File: config.mk
export PLATFORM = sky130hd
export DESIGN_NAME = mem_arbiter
export DESIGN_NICKNAME = d
export VERILOG_FILES = /design/src/rtl/mem_arb_pkg.sv /design/src/rtl/mem_arb_pick.sv /design/src/rtl/mem_arbiter.sv
export SDC_FILE = /design/constraint.sdc
export NUM_CORES = 1
export LEC_CHECK = 0
export CAP_MARGIN = 30
export CORE_AREA = 2 2 105 107
export CTS_CLUSTER_SIZE = 25
export DETAILED_ROUTE_END_ITERATION = 7
export DIE_AREA = 0 0 107 109
export PLACE_DENSITY = 0.63
export SYNTH_ARGS = -nofsm -noshare
export SYNTH_HDL_FRONTEND = slang
export SYNTH_SLANG_ARGS = --single-unit
export TNS_END_PERCENT = 30
File: constraint.sdc
create_clock -name clk -period 2.54 [get_ports clk]
set_clock_uncertainty 0.15 [all_clocks]
set_input_delay 0.508 -clock clk [delete_from_list [all_inputs] [get_ports clk]]
set_output_delay 0.508 -clock clk [all_outputs]
set_load 0.02 [all_outputs]
File: src/rtl/mem_arb_pkg.sv
// -----------------------------------------------------------------------------
// mem_arb_pkg: shared types and default widths for the IF/LS memory arbiter.
// Rev 1.0
// -----------------------------------------------------------------------------
`default_nettype none

package mem_arb_pkg;

  localparam int DEF_AW      = 32;
  localparam int DEF_DW      = 32;
  localparam int DEF_MEM_LAT = 1;
  localparam int CNT_W       = 4;

  typedef enum logic [1:0] {
    IDLE = 2'd0,
    WAIT = 2'd1,
    RESP = 2'd2
  } state_t;

  typedef enum logic {
    OWN_IF = 1'b0,
    OWN_LS = 1'b1
  } owner_t;

endpackage

`default_nettype wire

File: src/rtl/mem_arb_pick.sv
// -----------------------------------------------------------------------------
// mem_arb_pick: combinational winner selection between the IF and LS ports.
// MEM_ARB_RR_EN selects round-robin on ties; otherwise LS has fixed priority.
// Rev 1.0
// -----------------------------------------------------------------------------
`default_nettype none

module mem_arb_pick
  import mem_arb_pkg::*;
(
  input  logic   if_req_i,
  input  logic   ls_req_i,
  input  owner_t last_owner_i,
  output logic   grant_valid_o,
  output owner_t grant_owner_o
);

  assign grant_valid_o = if_req_i | ls_req_i;

`ifdef MEM_ARB_RR_EN
  always_comb begin
    grant_owner_o = OWN_LS;
    if (if_req_i && ls_req_i) begin
      // On a tie the port that did not win last time goes first.
      grant_owner_o = (last_owner_i == OWN_LS) ? OWN_IF : OWN_LS;
    end else if (if_req_i) begin
      grant_owner_o = OWN_IF;
    end
  end
`else
  logic unused_last_owner;
  assign unused_last_owner = last_owner_i;
  assign grant_owner_o     = ls_req_i ? OWN_LS : OWN_IF;
`endif

endmodule

`default_nettype wire

File: src/rtl/mem_arbiter.sv
// -----------------------------------------------------------------------------
// mem_arbiter: shares one fixed-latency single-port memory between IF and LS.
// Optional MEM_ARB_RR_EN: round-robin arbitration on simultaneous requests.
// Rev 1.0
// -----------------------------------------------------------------------------
`default_nettype none

module mem_arbiter
  import mem_arb_pkg::*;
#(
  parameter int AW      = DEF_AW,
  parameter int DW      = DEF_DW,
  parameter int MEM_LAT = DEF_MEM_LAT
) (
  input  logic            clk,
  input  logic            reset,
  input  logic            if_req,
  input  logic [AW-1:0]   if_addr,
  output logic            if_gnt,
  output logic            if_rvalid,
  output logic [DW-1:0]   if_rdata,
  input  logic            ls_req,
  input  logic            ls_we,
  input  logic [DW/8-1:0] ls_be,
  input  logic [AW-1:0]   ls_addr,
  input  logic [DW-1:0]   ls_wdata,
  output logic            ls_gnt,
  output logic            ls_rvalid,
  output logic [DW-1:0]   ls_rdata,
  output logic            mem_en,
  output logic            mem_we,
  output logic [DW/8-1:0] mem_be,
  output logic [AW-1:0]   mem_addr,
  output logic [DW-1:0]   mem_wdata,
  input  logic [DW-1:0]   mem_rdata
);

  localparam logic [CNT_W-1:0] LAT_M1 = CNT_W'(MEM_LAT - 1);

  state_t           state_q;
  owner_t           owner_q;
  logic             we_q;
  logic [CNT_W-1:0] cnt_q;

  logic   grant_valid;
  owner_t grant_owner;
  owner_t last_owner;
  logic   take;

  mem_arb_pick u_pick (
    .if_req_i      (if_req),
    .ls_req_i      (ls_req),
    .last_owner_i  (last_owner),
    .grant_valid_o (grant_valid),
    .grant_owner_o (grant_owner)
  );

  // Gated by reset so no grant can leak out while reset is asserted.
  assign take = reset & (state_q == IDLE) & grant_valid;

`ifdef MEM_ARB_RR_EN
  owner_t last_owner_q;

  always_ff @(posedge clk or negedge reset) begin
    if (!reset) begin
      last_owner_q <= OWN_LS;
    end else if (take) begin
      last_owner_q <= grant_owner;
    end
  end

  assign last_owner = last_owner_q;
`else
  assign last_owner = OWN_LS;
`endif

  always_ff @(posedge clk or negedge reset) begin
    if (!reset) begin
      state_q <= IDLE;
      owner_q <= OWN_IF;
      we_q    <= 1'b0;
      cnt_q   <= '0;
    end else begin
      case (state_q)
        IDLE: begin
          if (grant_valid) begin
            owner_q <= grant_owner;
            we_q    <= (grant_owner == OWN_LS) & ls_we;
            cnt_q   <= LAT_M1;
            state_q <= (MEM_LAT == 1) ? RESP : WAIT;
          end
        end
        WAIT: begin
          cnt_q <= cnt_q - 1'b1;
          if (cnt_q <= CNT_W'(1)) begin
            state_q <= RESP;
          end
        end
        RESP:    state_q <= IDLE;
        default: state_q <= IDLE;
      endcase
    end
  end

  always_comb begin
    if_gnt    = 1'b0;
    ls_gnt    = 1'b0;
    mem_en    = 1'b0;
    mem_we    = 1'b0;
    mem_be    = '0;
    mem_addr  = '0;
    mem_wdata = '0;
    if (take) begin
      mem_en = 1'b1;
      if (grant_owner == OWN_LS) begin
        ls_gnt    = 1'b1;
        mem_we    = ls_we;
        mem_be    = ls_be;
        mem_addr  = ls_addr;
        mem_wdata = ls_wdata;
      end else begin
        if_gnt   = 1'b1;
        mem_be   = '1;
        mem_addr = if_addr;
      end
    end
  end

  // Store acknowledges return zero data rather than whatever is on the bus.
  assign if_rvalid = (state_q == RESP) && (owner_q == OWN_IF);
  assign ls_rvalid = (state_q == RESP) && (owner_q == OWN_LS);
  assign if_rdata  = (if_rvalid && !we_q) ? mem_rdata : '0;
  assign ls_rdata  = (ls_rvalid && !we_q) ? mem_rdata : '0;

endmodule

`default_nettype wire
==> results_dict.tcl <==
set metrics [dict create \
    outcome "finished, final reports clean" \
    rr_startpoint "state_q[1]$_DFFE_PN0P_" \
    setup_violations 0 \
    wirelength_um 9330 \
    yosysUniqueCellTypes 19 \
    vias 2912 \
    ant_nets 0 \
    grt_most_used_layer "met2" \
    cts_tree "built" \
    rows 38 \
    drc 0 \
    design_area_um2 4220 \
    holdCritStartpoint "we_q$_DFFE_PN0P_" \
    min_period_ps 2470 \
    drtIter0Drc 117 \
    clk_pin_slew_worst_paths_ps 30 \
    start_util_pct 14.9 \
    pre_cts_slack_ps -326 \
    grt_pass1_wl_um 13600 \
    grtUsageMet2_pct 29.3 \
    synth_xor_area_share_pct 0 \
    drv_cap 0 \
    cts_buffers 3 \
    fmax_mhz 404 \
    min_period_over_period_pct 97.4 \
    routedWlPerCell_um 13.6 \
    placeableCoreArea_um2 10600 \
    synth.mux.area_fraction_pct 0 \
    drv_slew 0 \
    endpoint_kind "output port" \
    final_common_cell "clkdlybuf4s50_1" \
    worst-setup-path-type "primary input to output port" \
    grt_usage_pct 14.6 \
    dp_hpwl_um 7790 \
    htree_levels 1 \
    p_per_area_nw_per_um2 270 \
    crit_required_ps 1880 \
    crit_fanout 27 \
    synth.ff_latch_count 3 \
    fillers 1157 \
    met1_usage_pct 14.4 \
    instances_no_fill 688 \
    cts_buffer_depth 2 \
    synthCells 286 \
    worst_slew_pin_slew_ps 343 \
    die_w_um 107 \
    port_buffers 274 \
    synth_area_um2 1580 \
    n_antenna_cell 0 \
    synthAdderAreaFrac_pct 0 \
    rsz0062_at_grt "false" \
    boundaryPins 275 \
    crit_path_start "reset" \
    place_area_um2 4490 \
    synth_top_family_by_area "simple AND/OR/NAND/NOR gates" \
    finalPower_mw 1.14 \
    drive_above_1_share_pct 17.5 \
    yosys.area_share.simple_pct 68.9 \
    synth_compound_area_share_pct 13.1 \
    syn_area_per_cell_um2 5.53 \
    leakage_nw 1.92 \
    place_congestion 0.779 \
    avgViaCountPerCell 4.23 \
    setup_slack_ps 66.0 \
    grt_use_met3_pct 4.72 \
    finalNetCount 686 \
    drtPass1Iterations 4 \
    most-common-layout-cells "clkdlybuf4s50_1 (199), nor2_1 (67), clkbuf_2 (49)" \
    cp.arrival_ps 1820 \
    grt_antenna_before_repair 0 \
    finish.utilization_pct 39.8 \
    die_area_um2 11700 \
    globalRoute.totalOverflow 0 \
    hp-class "flop to flop" \
    synth_nets 423 \
    yosysWarnings 0 \
    root_buffer "clkbuf_8" \
    grt_pass1_vias 2810 \
    area_delta_synth_final_pct 167 \
    yosysSeqAreaShare_pct 4.75 \
    timing_hold_violations_final 0 \
    max-vdd-ir-drop_mv 0.138 \
    die_h_um 109 \
    grt_max_degree 47 \
    cts_sinks 3 \
    startpoint_type "primary input" \
    clock_latency_ps 220 \
    max_slew_margin_pct 77.1 \
    place_inst 684 \
]
[Yosys cell counts, drive strengths merged]
master / instances / share of area, %
and3: 33 / 13
nand2b: 36 / 15
buf: 20 / 9.0
a21oi: 36 / 11
nor2: 67 / 16
a22o: 1 / 0.55
nor2b: 1 / 0.87
inv: 4 / 0.95
dfrtp: 3 / 4.7
a32o: 1 / 0.63
nand3b: 32 / 15
clkbuf: 13 / 3.3
o21bai: 1 / 0.47
and2: 1 / 0.40
nand2: 37 / 8.8
[flip-flops by register name (all words and copies together), names as in the netlist]
| name | cells |
|---|---|
| we_q | 1 |
| owner_q | 1 |
| state_q | 1 |
[final timing paths]
kind | endpoint | slack, ps | cells after the start
max | mem_addr[6] | 70 | 6
min | we_q$_DFFE_PN0P_ | 340 | 1
max reg2reg | we_q$_DFFE_PN0P_ | 1440 | 2
min reg2reg | we_q$_DFFE_PN0P_ | 340 | 1
max in group asynchronous | state_q[1]$_DFFE_PN0P_ | 1560 | 3
min in group asynchronous | we_q$_DFFE_PN0P_ | 580 | 3
[through the flow]
step	setup TNS, ps	hold WS, ps
final	0	337
after global routing	0	356
after CTS	0	344
after detailed placement	-20110	337
after global placement	-20240	332
after floorplan	0	62.4
[kinds of logic after synthesis]
| family | count (synthesis) |
|---|---|
| AO/OA/AOI/OAI | 39 |
| AND/OR/NAND/NOR | 207 |
| buffers and inverters | 37 |
| flip-flops | 3 |
[critical path, cell delays in order]
cell and delay, ps:
clkdlybuf4s50_1 500, buf_4 140, nand2b_4 80, buf_12 170, a21oi_1 110, clkdlybuf4s15_2 290
[power by group]
part           internal, mW  switching (mW)
registers            0.0556         0.00723
clock network         0.107          0.0341
logic                 0.484           0.451
total                 0.647           0.492
[timing repair]
| item | CTS | global route |
|---|---|---|
| gates resized for setup | 141 | 95 |
| endpoints found under the setup margin | 72 | 102 |
| setup buffers | 0 | 0 |
| pin swaps | 0 | 0 |
| hold buffers | 0 | 0 |
[routing by layer]
metal	vias to the layer above	wire length [um]
met1	1290	3320
met5	-	0
met4	0	93
met2	157	5000
li1	1456	-
met3	9	917
[layout make-up]
class / instances / area [um2] / share of cell area [%]
inverters: 4 / 15.0 / 0.356
flip-flops and latches: 3 / 76.3 / 1.81
well taps: 140 / 175 / 4.15
clock buffers: 4 / 45.0 / 1.07
multi-input cells: 246 / 1300 / 30.7
repair buffers: 291 / 2610 / 61.9
(Power assumes the default switching activity.)
